===== config.mk =====
export PLATFORM = sky130hd
export DESIGN_NAME = softmax_argmax_stream
export DESIGN_NICKNAME = d
export VERILOG_FILES = /design/src/rtl/nn_pkg.sv /design/src/rtl/argmax_cmp.sv /design/src/rtl/softmax_argmax_stream.sv
export SDC_FILE = /design/constraint.sdc
export NUM_CORES = 1
export LEC_CHECK = 0
export BUFFER_PORTS_ARGS = -buffer_cell sky130_fd_sc_hd__clkbuf_2
export CAP_MARGIN = 40
export CORE_MARGIN = 3
export CORE_UTILIZATION = 25
export DETAILED_ROUTE_END_ITERATION = 7
export HOLD_SLACK_MARGIN = 0.15
export PLACE_DENSITY = 0.5
export SETUP_SLACK_MARGIN = 0.2
export SLEW_MARGIN = 5
export SYNTH_ARGS = -nofsm -noshare
export SYNTH_HDL_FRONTEND = slang
export SYNTH_SLANG_ARGS = --single-unit
export TNS_END_PERCENT = 1

===== constraint.sdc =====
create_clock -name clk -period 5.85 [get_ports clk]
set_clock_uncertainty 0.05 [all_clocks]
set_input_delay 0.585 -clock clk [delete_from_list [all_inputs] [get_ports clk]]
set_output_delay 0.585 -clock clk [all_outputs]
set_load 0.05 [all_outputs]

===== src/rtl/nn_pkg.sv =====
// Shared types and constants for the softmax network output stages.
package nn_pkg;

  localparam int SCORE_W    = 18;
  localparam int SCORE_FRAC = 8;

  typedef logic signed [SCORE_W-1:0] score_t;

  typedef enum logic [1:0] {
    SCAN = 2'd0,
    HOLD = 2'd1,
    DONE = 2'd2
  } argmax_state_e;

  // Converts a value given in thousandths into fixed point with frac fractional bits.
  function automatic int to_fixed_const(input int milli, input int frac);
    return (milli * (1 << frac)) / 1000;
  endfunction

endpackage


===== src/rtl/argmax_cmp.sv =====
// Combinational compare/select cell for a running argmax.
module argmax_cmp #(
  parameter int WIDTH = 18,
  parameter int IDXW  = 4
) (
  input  logic signed [WIDTH-1:0] run_max,
  input  logic        [IDXW-1:0]  run_idx,
  input  logic signed [WIDTH-1:0] score,
  input  logic        [IDXW-1:0]  idx,
  input  logic                    first,
  output logic signed [WIDTH-1:0] new_max,
  output logic        [IDXW-1:0]  new_idx
);

  // First element seeds the max; afterwards only a strictly larger score wins, so ties keep the lower index.
  always_comb begin
    new_max = run_max;
    new_idx = run_idx;
    if (first || (score > run_max)) begin
      new_max = score;
      new_idx = idx;
    end
  end

endmodule


===== src/rtl/softmax_argmax_stream.sv =====
// Streaming argmax over softmax score frames with per-batch result counting.
module softmax_argmax_stream
  import nn_pkg::*;
#(
  parameter int OUT_SIZE = 10,
  parameter int WIDTH    = SCORE_W,
  parameter int FRAC     = SCORE_FRAC,
  parameter int BATCH    = 300,
  parameter int THRESH   = to_fixed_const(500, FRAC)
) (
  input  logic                        clk,
  input  logic                        rst_n,
  input  logic                        clear,
  input  logic                        in_valid,
  output logic                        in_ready,
  input  logic signed [WIDTH-1:0]     in_score,
  input  logic                        in_last,
  output logic                        out_valid,
  input  logic                        out_ready,
  output logic [$clog2(OUT_SIZE)-1:0] out_class,
  output logic signed [WIDTH-1:0]     out_score,
  output logic [$clog2(BATCH)-1:0]    out_sample,
  output logic                        out_confident,
  output logic                        batch_done,
  output logic                        frame_err
);

  localparam int CW = $clog2(OUT_SIZE);
  localparam int SW = $clog2(BATCH);
  localparam logic signed [WIDTH-1:0] THR = WIDTH'(THRESH);

  argmax_state_e state;
  logic [CW-1:0] class_cnt;
  logic [SW-1:0] sample_cnt;
  logic signed [WIDTH-1:0] run_max;
  logic [CW-1:0] run_idx;
  logic signed [WIDTH-1:0] nmax;
  logic [CW-1:0] nidx;
  logic accept;
  logic consume;
  logic at_last;
  logic last_sample;

  assign accept      = in_valid && in_ready;
  assign consume     = out_valid && out_ready;
  assign at_last     = (class_cnt == CW'(OUT_SIZE - 1));
  assign last_sample = (sample_cnt == SW'(BATCH - 1));

  argmax_cmp #(
    .WIDTH (WIDTH),
    .IDXW  (CW)
  ) u_cmp (
    .run_max (run_max),
    .run_idx (run_idx),
    .score   (in_score),
    .idx     (class_cnt),
    .first   (class_cnt == '0),
    .new_max (nmax),
    .new_idx (nidx)
  );

  // Frame/batch FSM; handshake flags are registered alongside the state so they never glitch.
  always_ff @(posedge clk) begin
    if (!rst_n || clear) begin
      state         <= SCAN;
      class_cnt     <= '0;
      sample_cnt    <= '0;
      run_max       <= '0;
      run_idx       <= '0;
      in_ready      <= 1'b1;
      out_valid     <= 1'b0;
      out_class     <= '0;
      out_score     <= '0;
      out_sample    <= '0;
      out_confident <= 1'b0;
      batch_done    <= 1'b0;
      frame_err     <= 1'b0;
    end else begin
      unique case (state)
        SCAN: begin
          if (accept) begin
            run_max <= nmax;
            run_idx <= nidx;
            // Framing follows the element count; in_last is only checked against it.
            if (in_last != at_last) frame_err <= 1'b1;
            if (at_last) begin
              class_cnt     <= '0;
              out_class     <= nidx;
              out_score     <= nmax;
              out_sample    <= sample_cnt;
              out_confident <= (nmax >= THR);
              in_ready      <= 1'b0;
              out_valid     <= 1'b1;
              state         <= HOLD;
            end else begin
              class_cnt <= class_cnt + CW'(1);
            end
          end
        end
        HOLD: begin
          if (consume) begin
            out_valid <= 1'b0;
            if (last_sample) begin
              batch_done <= 1'b1;
              state      <= DONE;
            end else begin
              sample_cnt <= sample_cnt + SW'(1);
              in_ready   <= 1'b1;
              state      <= SCAN;
            end
          end
        end
        DONE: begin
        end
        default: state <= SCAN;
      endcase
    end
  end

endmodule


After elaboration in Yosys (flattened, before gate mapping)
Cells that the tools add are included.
Word-level totals
  flip-flop bits (word level): 73
  input bits: 24
  output and inout bits: 36
  logic and storage cells: 61
Cells by class
  reductions and logical operators: 16
  $add $sub $neg: 2
  order comparisons: 2
  equality and inequality tests: 9
  multiplexer cells: 17
  bitwise operators: 2
Operators with widths (number)
  18-bit by 9-bit greater-or-equal comparator with 1-bit output, second input constant: 1
  18-bit > comparator: 1
  18-bit two-way mux: 1
  3-bit AND reduction: 4
  9-bit by 1-bit adder with 9-bit output, second input constant: 1
  9-bit == test, second input constant: 1
  2-bit two-way mux: 4
  4-bit two-way mux: 2
  2-bit inequality test, second input constant: 4
  4-bit AND reduction: 2
  1-bit two-way mux: 7
  2-bit case mux with 3 select lines: 1
  5-bit AND reduction: 1
  4-bit by 1-bit adder with 4-bit output, second input constant: 1
  4-bit == test, second input constant: 1
  4-bit zero test: 1
  1-bit case mux with 2 select lines: 2
  2-bit by 1-bit == test with 1-bit output, second input constant: 1
  2-bit == test, second input constant: 1
  1-bit logical AND: 2
  2-bit zero test: 1
  1-bit logical OR: 2
  1-bit NOT: 2
  2-bit AND reduction: 1
  3 further kinds: 3

Longest topological paths before layout
Gate-level depths: netlist of the first run.
  depth after elaboration: 4
  mapped depth: 10
  gate-level depth less buffers: 8

Cells and area by module
Synthesis of the first run repeated with hierarchy kept, for this count alone.
Second synthesis, totals
  cell total of the unflattened synthesis: 442
  area, all modules: 3784.9 um2
By module, submodules not included
  softmax_argmax_stream: seq. area each 1461.4 um2, instances 1, area an instance 2922.8 um2, cells each 348
  argmax_cmp: seq. area each 0.0 um2, instances 1, area an instance 862.1 um2, cells each 94

Worst setup path after synthesis of the first run
No wires, ideal clock.
  kind: input to register
  start: input in_score[17]
  end: register run_max[17]
  setup time: 0.132 ns
  required time: 5.668 ns
  cell stages on the path: 9
  buffers on the path: 2
  slack: 3.394 ns
  arrival: 2.273 ns
  cells stage by stage: ha_1 > nand4_2 > nor4_4 > a41oi_2 > or2_1 > buf_6 > buf_4 > nand4_1 > a21oi_1
On the way
  longest elaborated chain between the ends: 3
Ends and longest elaborated chain
  start, declared: RTL line softmax_argmax_stream.sv:16  | input logic signed [WIDTH-1:0] in_score,
  18-bit > comparator: RTL line argmax_cmp.sv:19  | if (first || (score > run_max)) begin
  1-bit logical OR: RTL line argmax_cmp.sv:19
  18-bit two-way mux *: RTL line argmax_cmp.sv:19
  end signal, assigned: RTL line softmax_argmax_stream.sv:82  | run_max <= nmax;
  end, declared: RTL line softmax_argmax_stream.sv:35  | logic signed [WIDTH-1:0] run_max;
Mark *: on every way between the ends. The rest lies on a longest branch, timed or not.
A chain may end at the register's enable or synchronous reset.

Worst setup path after layout of the first run
  start: register run_max[16]
  end: register out_score[15]
On the way
  longest elaborated chain between the ends: 3
Ends and longest elaborated chain
  18-bit > comparator: RTL line argmax_cmp.sv:19
  1-bit logical OR: RTL line argmax_cmp.sv:19
  18-bit two-way mux: RTL line argmax_cmp.sv:19
  end signal, assigned: RTL line softmax_argmax_stream.sv:89  | out_score <= nmax;
  end, declared: RTL line softmax_argmax_stream.sv:21  | output logic signed [WIDTH-1:0] out_score,
Every way passes these cells.

==> impl_metrics.tcl, run 1 <==
set metrics [dict create \
    outcome "finished, final reports clean" \
    fmax_ghz 0.345 \
    netlist_area_mm2 0.00372 \
    synth_edf_count 0 \
    port_buffers 59 \
    fin_crit_ns 2.90 \
    via_per_inst 5.16 \
    yosysUniqueCellTypes 50 \
    critPathRequiredTime_ns 6.07 \
    initial_core_util_pct 26.2 \
    antenna_cells 0 \
    grt_pass1_wl_um 17200 \
    reg2reg_depth 9 \
    syn-num-nets 493 \
    post_drt_wl_per_cell_um 15.6 \
    ys_warn_count 0 \
    arrival_ns 3.12 \
    worst-setup-path-type "reg -> reg" \
    setup_viol 0 \
    clk_latency_ns 0.34 \
    wl_um 10500 \
    cts_buffer_depth 2 \
    drcViolationCount 0 \
    final_common_cell "dfxtp_1" \
    r2r_end "out_score[15]$_SDFFE_PP0P_" \
    r2r_start "run_max[16]$_SDFFE_PP0P_" \
    drv_cap 0 \
    grt_pass1_vias 3350 \
    postCtsResizedCells 0 \
    clkTransAtPathRegs_ns 0.06 \
    critPathLaunch "run_max[16]$_SDFFE_PP0P_" \
    synth_area_per_cell_um2 8.26 \
    pre_cts_slack_ns 2.69 \
    grt-ovfl-total 0 \
    dr.pass1.iters 4 \
    hold_viol 0 \
    synthTopCellsByArea "dfxtp_1 (39%), a21oi_1 (6.5%), ha_1 (6.4%)" \
    power_density_mw_per_mm2 254 \
    r2r_setup_slack_ns 2.95 \
    io_pins 60 \
    clock-sinks 73 \
    die-area_mm2 0.0164 \
    core_area_mm2 0.0142 \
    final_cell_mix "dfxtp_1 (73), clkbuf_2 (59), a21oi_1 (48)" \
    hold_path.class "reg -> reg" \
    critical_path.max_fanout 23 \
    ys_ff_latch 73 \
    die_h_um 128 \
    setup_slack_ns 2.95 \
    syn2layout_area_growth_pct 18.4 \
    setup-tns-final_ns 0 \
    hpwlAfterDp_um 7250 \
    startpoint_type "flip-flop" \
    cts_hold_buf 0 \
    cts_made_buffers 9 \
    yosys.area.top_type "dfxtp_1" \
    p_leak_nw 1.73 \
    final_layout_size_suffix_gt1_share_pct 18.9 \
    ys_async_sr_fraction_pct 0 \
    irDropWorstVdd_mv 0.131 \
    min-delay-start "out_sample[7]$_SDFFE_PP0P_" \
    syn_inst 450 \
    crit_end "out_score[15]$_SDFFE_PP0P_" \
    tightest_slew_ns 0.661 \
    row_count 43 \
    yosysTopAreaCellShare_pct 39.3 \
    grtUsageTotal_pct 13.1 \
    htreeDepth 3 \
    cts-root-buf "clkbuf_16" \
    rsz0062_at_grt "no" \
    gp_congestion 0.773 \
    first_iter_violations 193 \
    nNetsFinal 532 \
    relSlewSlack_pct 55.9 \
    ys_seq_area_share_pct 39.3 \
    grt_max_degree 52 \
    vias 3472 \
    cts_tree "built" \
    finalMaxSlewViolations 0 \
    crit_path_end_kind "flip-flop" \
    ys.flop_type "dfxtp_1" \
    ant_nets 0 \
    antenna_found_initial 0 \
    fin_crit_sh_pct 49.6 \
    utilization_pct 31.0 \
    die_x_um 128 \
    cts_setup_buffers 0 \
]
[layout make-up]
class,instances,area (um^2)
Fill cell,1536,9800
Multi-Input combinational cell,316,1980
Sequential cell,73,1460
Timing Repair Buffer,68,370
Clock buffer,11,253
Tap cell,180,225
Inverter,21,78.8
Clock inverter,4,28.8
[power breakdown]
group / switching [W] / internal [W] / leakage, nW
Sequential: 0.00000496 / 0.000502 / 0.590
Combinational: 0.0000587 / 0.0000334 / 1.01
Clock: 0.000210 / 0.000307 / 0.134
Total: 0.000274 / 0.000843 / 1.73
[logic make-up after synthesis]
kind of cell / synth area share, %
buf+inv: 7.81
compound gates: 24.1
xor+xnor: 2.12
simple gates: 19.7
flops: 39.3
mux: 0.539
fa+ha+maj: 6.40
[metrics by stage]
step                hold slack [ns]  instance area (um^2)  cells  power, W
floorplan                     0.399                  3720    450  0.000577
global placement              0.398                  4100    657  0.000608
detailed placement            0.400                  4120    658  0.000610
CTS                           0.409                  4400    673   0.00114
global route                  0.434                  4400    673   0.00117
finish                        0.405                  4400    673   0.00112
[registers in the layout (all words and copies together) (netlist names), 2 cells and up]
signal      flops
out_score      18
run_max        18
out_sample      9
sample_cnt      9
class_cnt       4
out_class       4
run_idx         4
state           2
[worst min path at each step]
stage | end | cells after the start
floorplan | run_idx[1]$_SDFFE_PP0P_ | 2
global placement | out_sample[4]$_SDFFE_PP0P_ | 2
CTS | out_sample[7]$_SDFFE_PP0P_ | 2
detailed placement | out_class[1]$_SDFFE_PP0P_ | 2
global route | out_sample[1]$_SDFFE_PP0P_ | 2
finish | out_sample[7]$_SDFFE_PP0P_ | 2
[cell usage after synthesis (all sizes together), types with 3 or more instances]
cell    number
a31oi       22
dfxtp       73
o21ai       47
nand4       28
xor2         7
a21o         3
ha          19
nor2        21
nand3       22
o31ai       22
buf         15
nor2b        4
nand2       32
and3         3
inv         21
nor4         6
a21oi       48
clkbuf      25
or3          3
[worst max-delay path, cell delays in order (launching register included)]
cell	delay (ns)
dfxtp_1	0.42
inv_1	0.07
ha_1	0.31
nand4_2	0.15
nor2_1	0.06
a221oi_1	0.44
and4_1	0.67
buf_4	0.37
o21ai_0	0.12
a31oi_1	0.17
[per-layer routing]
layer / GRT usage, % / wire [um] / share of wire [%]
met2: 21.0 / 4780 / 45
met4: 4.49 / 154 / 1.5
met3: 3.79 / 656 / 6.2
met1: 16.7 / 4930 / 47
met5: 0 / 0 / 0
Power figures use the tool's default switching activity.
==> run 2: changes to the inputs <==
--- a/config.mk
+++ b/config.mk
@@ -5,13 +5,14 @@
 export SDC_FILE = /design/constraint.sdc
 export NUM_CORES = 1
 export LEC_CHECK = 0
+export ABC_AREA = 1
 export BUFFER_PORTS_ARGS = -buffer_cell sky130_fd_sc_hd__clkbuf_2
 export CAP_MARGIN = 40
 export CORE_MARGIN = 3
 export CORE_UTILIZATION = 25
 export DETAILED_ROUTE_END_ITERATION = 7
 export HOLD_SLACK_MARGIN = 0.15
-export PLACE_DENSITY = 0.5
+export PLACE_DENSITY = 0.51
 export SETUP_SLACK_MARGIN = 0.2
 export SLEW_MARGIN = 5
 export SYNTH_ARGS = -nofsm -noshare
==> constraint.sdc (replaced) <==
create_clock -name clk -period 2.6 [get_ports clk]
set_clock_uncertainty 0.05 [all_clocks]
set_input_delay 0.26 -clock clk [delete_from_list [all_inputs] [get_ports clk]]
set_output_delay 0.26 -clock clk [all_outputs]
set_load 0.05 [all_outputs]
==> impl_metrics.tcl, run 2 <==
set metrics [dict create \
    outcome "finished, final reports clean" \
    p_sw_w 0.000722 \
    die-area_mm2 0.0162 \
    gp_congestion 0.884 \
    clk_latency_ns 0.34 \
    first_iter_violations 121 \
    cts_made_buffers 9 \
    setup_slack_ns 0.292 \
    ys_ff_latch 73 \
    cts-root-buf "clkbuf_16" \
    core_area_mm2 0.0141 \
    p_clk_share_pct 47.3 \
    yosysTopAreaCellShare_pct 39.7 \
    cts_buffer_depth 2 \
    syn-num-nets 556 \
    htreeDepth 3 \
    synth_top_family_by_area "simple AND/OR/NAND/NOR gates" \
    synth_xor_area_share_pct 0.238 \
    nNetsFinal 619 \
    hpwlAfterDp_um 6830 \
    synthTopCellsByCount "inv_1 (99), nand2_1 (85), dfxtp_1 (73)" \
    synth_area_per_cell_um2 7.17 \
    pre_cts_slack_ns 0.135 \
    vias 3410 \
    synthMuxAreaShare_pct 0 \
    yosys.area.top_type "dfxtp_1" \
    final_cells 761 \
    fill_cells 1482 \
    ys.flop_type "dfxtp_1" \
    rsz0062_at_grt "yes" \
    whs_path_depth 4 \
    synth_edf_count 0 \
    die_x_um 127 \
    grtUsageTotal_pct 12.2 \
    synthAdderAreaFrac_pct 6.46 \
    drv_cap 0 \
    utilization_pct 34.3 \
    syn2layout_area_growth_pct 31.8 \
    clock-sinks 73 \
    drcViolationCount 0 \
    power_density_mw_per_mm2 586 \
    reg.largest.list "out_score (18), run_max (18)" \
    grt_pass1_vias 3232 \
    io_pins 60 \
    yosysUniqueCellTypes 34 \
    ant_nets 0 \
    p_int_w 0.00212 \
    setup_viol 0 \
    relSlewSlack_pct 47.4 \
    grt_pass1_wl_um 15600 \
    tightest_slew_ns 0.788 \
    wl_um 9810 \
    dr.pass1.iters 4 \
    final_common_cell "inv_1" \
    grt-ovfl-total 0 \
    antenna_found_initial 0 \
    reg2reg_depth 15 \
    port_buffers 59 \
    hold_viol 0 \
    arrival_ns 2.52 \
    critPathRequiredTime_ns 2.81 \
    ys_async_sr_fraction_pct 0 \
    holdPathEnd "frame_err$_SDFFE_PP0P_" \
    row_count 43 \
    ys_warn_count 0 \
    synthTopCellsByArea "dfxtp_1 (40%), inv_1 (10%), nand2_1 (8.7%)" \
    synthSimpleGateAreaFrac_pct 22.2 \
    place_inst 736 \
    worst-setup-path-type "reg -> reg" \
    r2r_end "run_max[0]$_SDFFE_PP0P_" \
    post_drt_wl_per_cell_um 12.9 \
    irDropWorstVdd_mv 0.361 \
    cts_tree "built" \
    fmax_ghz 0.433 \
    synth_compound_area_share_pct 18.3 \
    grt_max_degree 41 \
    fin_crit_sh_pct 88.8 \
    crit_path_end_kind "flip-flop" \
    switching_share_pct 25.4 \
    initial_core_util_pct 26.0 \
    fin_crit_ns 2.31 \
    final_cell_mix "inv_1 (87), nand2_1 (65), nor2_1 (64)" \
    synthMostInstantiatedCell "inv_1" \
    final_layout_size_suffix_gt1_share_pct 29.4 \
    antenna_cells 0 \
    hold_path.class "in -> reg" \
    p_leak_nw 2.23 \
    finalMaxSlewViolations 0 \
    startpoint_type "flip-flop" \
    r2r_start "run_max[17]$_SDFFE_PP0P_" \
    r2r_setup_slack_ns 0.29 \
    combPwrFrac_pct 12.4 \
    ys_seq_area_share_pct 39.7 \
    die_h_um 127 \
    clkTransAtPathRegs_ns 0.06 \
    syn_inst 513 \
    via_per_inst 4.48 \
    min-delay-start "in_last" \
    seqPwrFrac_pct 40.3 \
    setup-tns-final_ns 0 \
    netlist_area_mm2 0.00368 \
    p_total_w 0.00284 \
    critical_path.max_fanout 8 \
]
-- run 2: cell types whose count changed after synthesis, sizes merged, moves of 6 or more --
cell    previous run  this run
nand2             32        89
buf               15         5
o211ai             0         8
nand4             28         1
a211oi             1        11
a31oi             22         2
xor2               7         1
inv               21        99
a21oi             48        24
o31ai             22         1
clkbuf            25        16
nor2              21        74
o221ai             1         8
-- run 2: layer usage --
| layer | up-vias | wire length [um] | global-route usage (%) |
|---|---|---|---|
| met5 | - | 0 | 0 |
| met4 | 0 | 202 | 4.92 |
| met3 | 15 | 569 | 5.06 |
| met2 | 61 | 4450 | 19.3 |
| met1 | 1556 | 4590 | 14.8 |
| li1 | 1778 | - | - |
-- run 2: through the flow --
stage          hold WS (ns)  area [um^2]
6_report              0.197         4850
5_1_grt               0.229         4850
4_1_cts               0.185         4480
3_5_place_dp          0.404         4130
3_3_place_gp          0.401         4130
2_1_floorplan         0.377         3680
-- run 2: cell families (layout without fill, tap and decap cells) --
group,after synthesis,after routing
AOI/OAI and AO/OA,107,107
adders and majority gates,19,19
xor gates and xnor gates,1,1
buffers and inverters,120,186
DFF,73,73
and+or+nand+nor,193,195
-- run 2: worst max-delay path by stage --
stage                     slack [ns]                    endpoint                startpoint  cells past startpoint
after floorplan                 0.46  out_confident$_SDFFE_PP0P_  run_max[17]$_SDFFE_PP0P_                     18
after detailed placement        0.13  out_confident$_SDFFE_PP0P_              in_score[17]                     17
final                           0.29     run_max[0]$_SDFFE_PP0P_  run_max[17]$_SDFFE_PP0P_                     15
after CTS                       0.18  out_confident$_SDFFE_PP0P_  run_max[17]$_SDFFE_PP0P_                     17
after global routing            0.14  out_confident$_SDFFE_PP0P_  run_max[13]$_SDFFE_PP0P_                     18
after global placement          0.18  out_confident$_SDFFE_PP0P_  run_max[17]$_SDFFE_PP0P_                     17
-- run 2: what timing repair did --
action                                  CTS  global route
endpoints found under the hold margin     1             0
hold buffers                              1             0
setup buffers                             1             4
gates resized for setup                   0            73
pin swaps                                 1            22
endpoints found under the setup margin    7            44
gates cloned                              1             2
-- run 2: area by class of cell --
type	count	area [um^2]	area share (%)
flip-flops and latches	73	1480	30.4
repair buffers	71	418	8.62
inverters	99	372	7.66
multi-input cells	322	2040	42.1
clock buffers	10	229	4.72
clock inverters	6	90.1	1.86
well taps	180	225	4.65
-- run 2: power groups by stage --
stage | sequential [W] | clock (W) | combinational [W]
CTS | 0.00114 | 0.00139 | 0.000262
floorplan | 0.00117 | 0 | 0.000186
global placement | 0.00117 | 0 | 0.000249
finish | 0.00114 | 0.00134 | 0.000354
detailed placement | 0.00117 | 0 | 0.000253
global route | 0.00115 | 0.00143 | 0.000395
-- run 2: worst max-delay path, cell delays in order (launching register included) --
cell and delay (ns):
dfxtp_2 0.34, inv_2 0.05, ha_4 0.24, a21o_1 0.18, nor2_1 0.08, nand2_1 0.06, nor2_1 0.13, nand2_1 0.08
nand2_2 0.08, nand3_4 0.21, nand2_8 0.20, buf_4 0.14, nand2_1 0.05, o21ai_2 0.09, nor2_1 0.08, a211oi_2 0.15
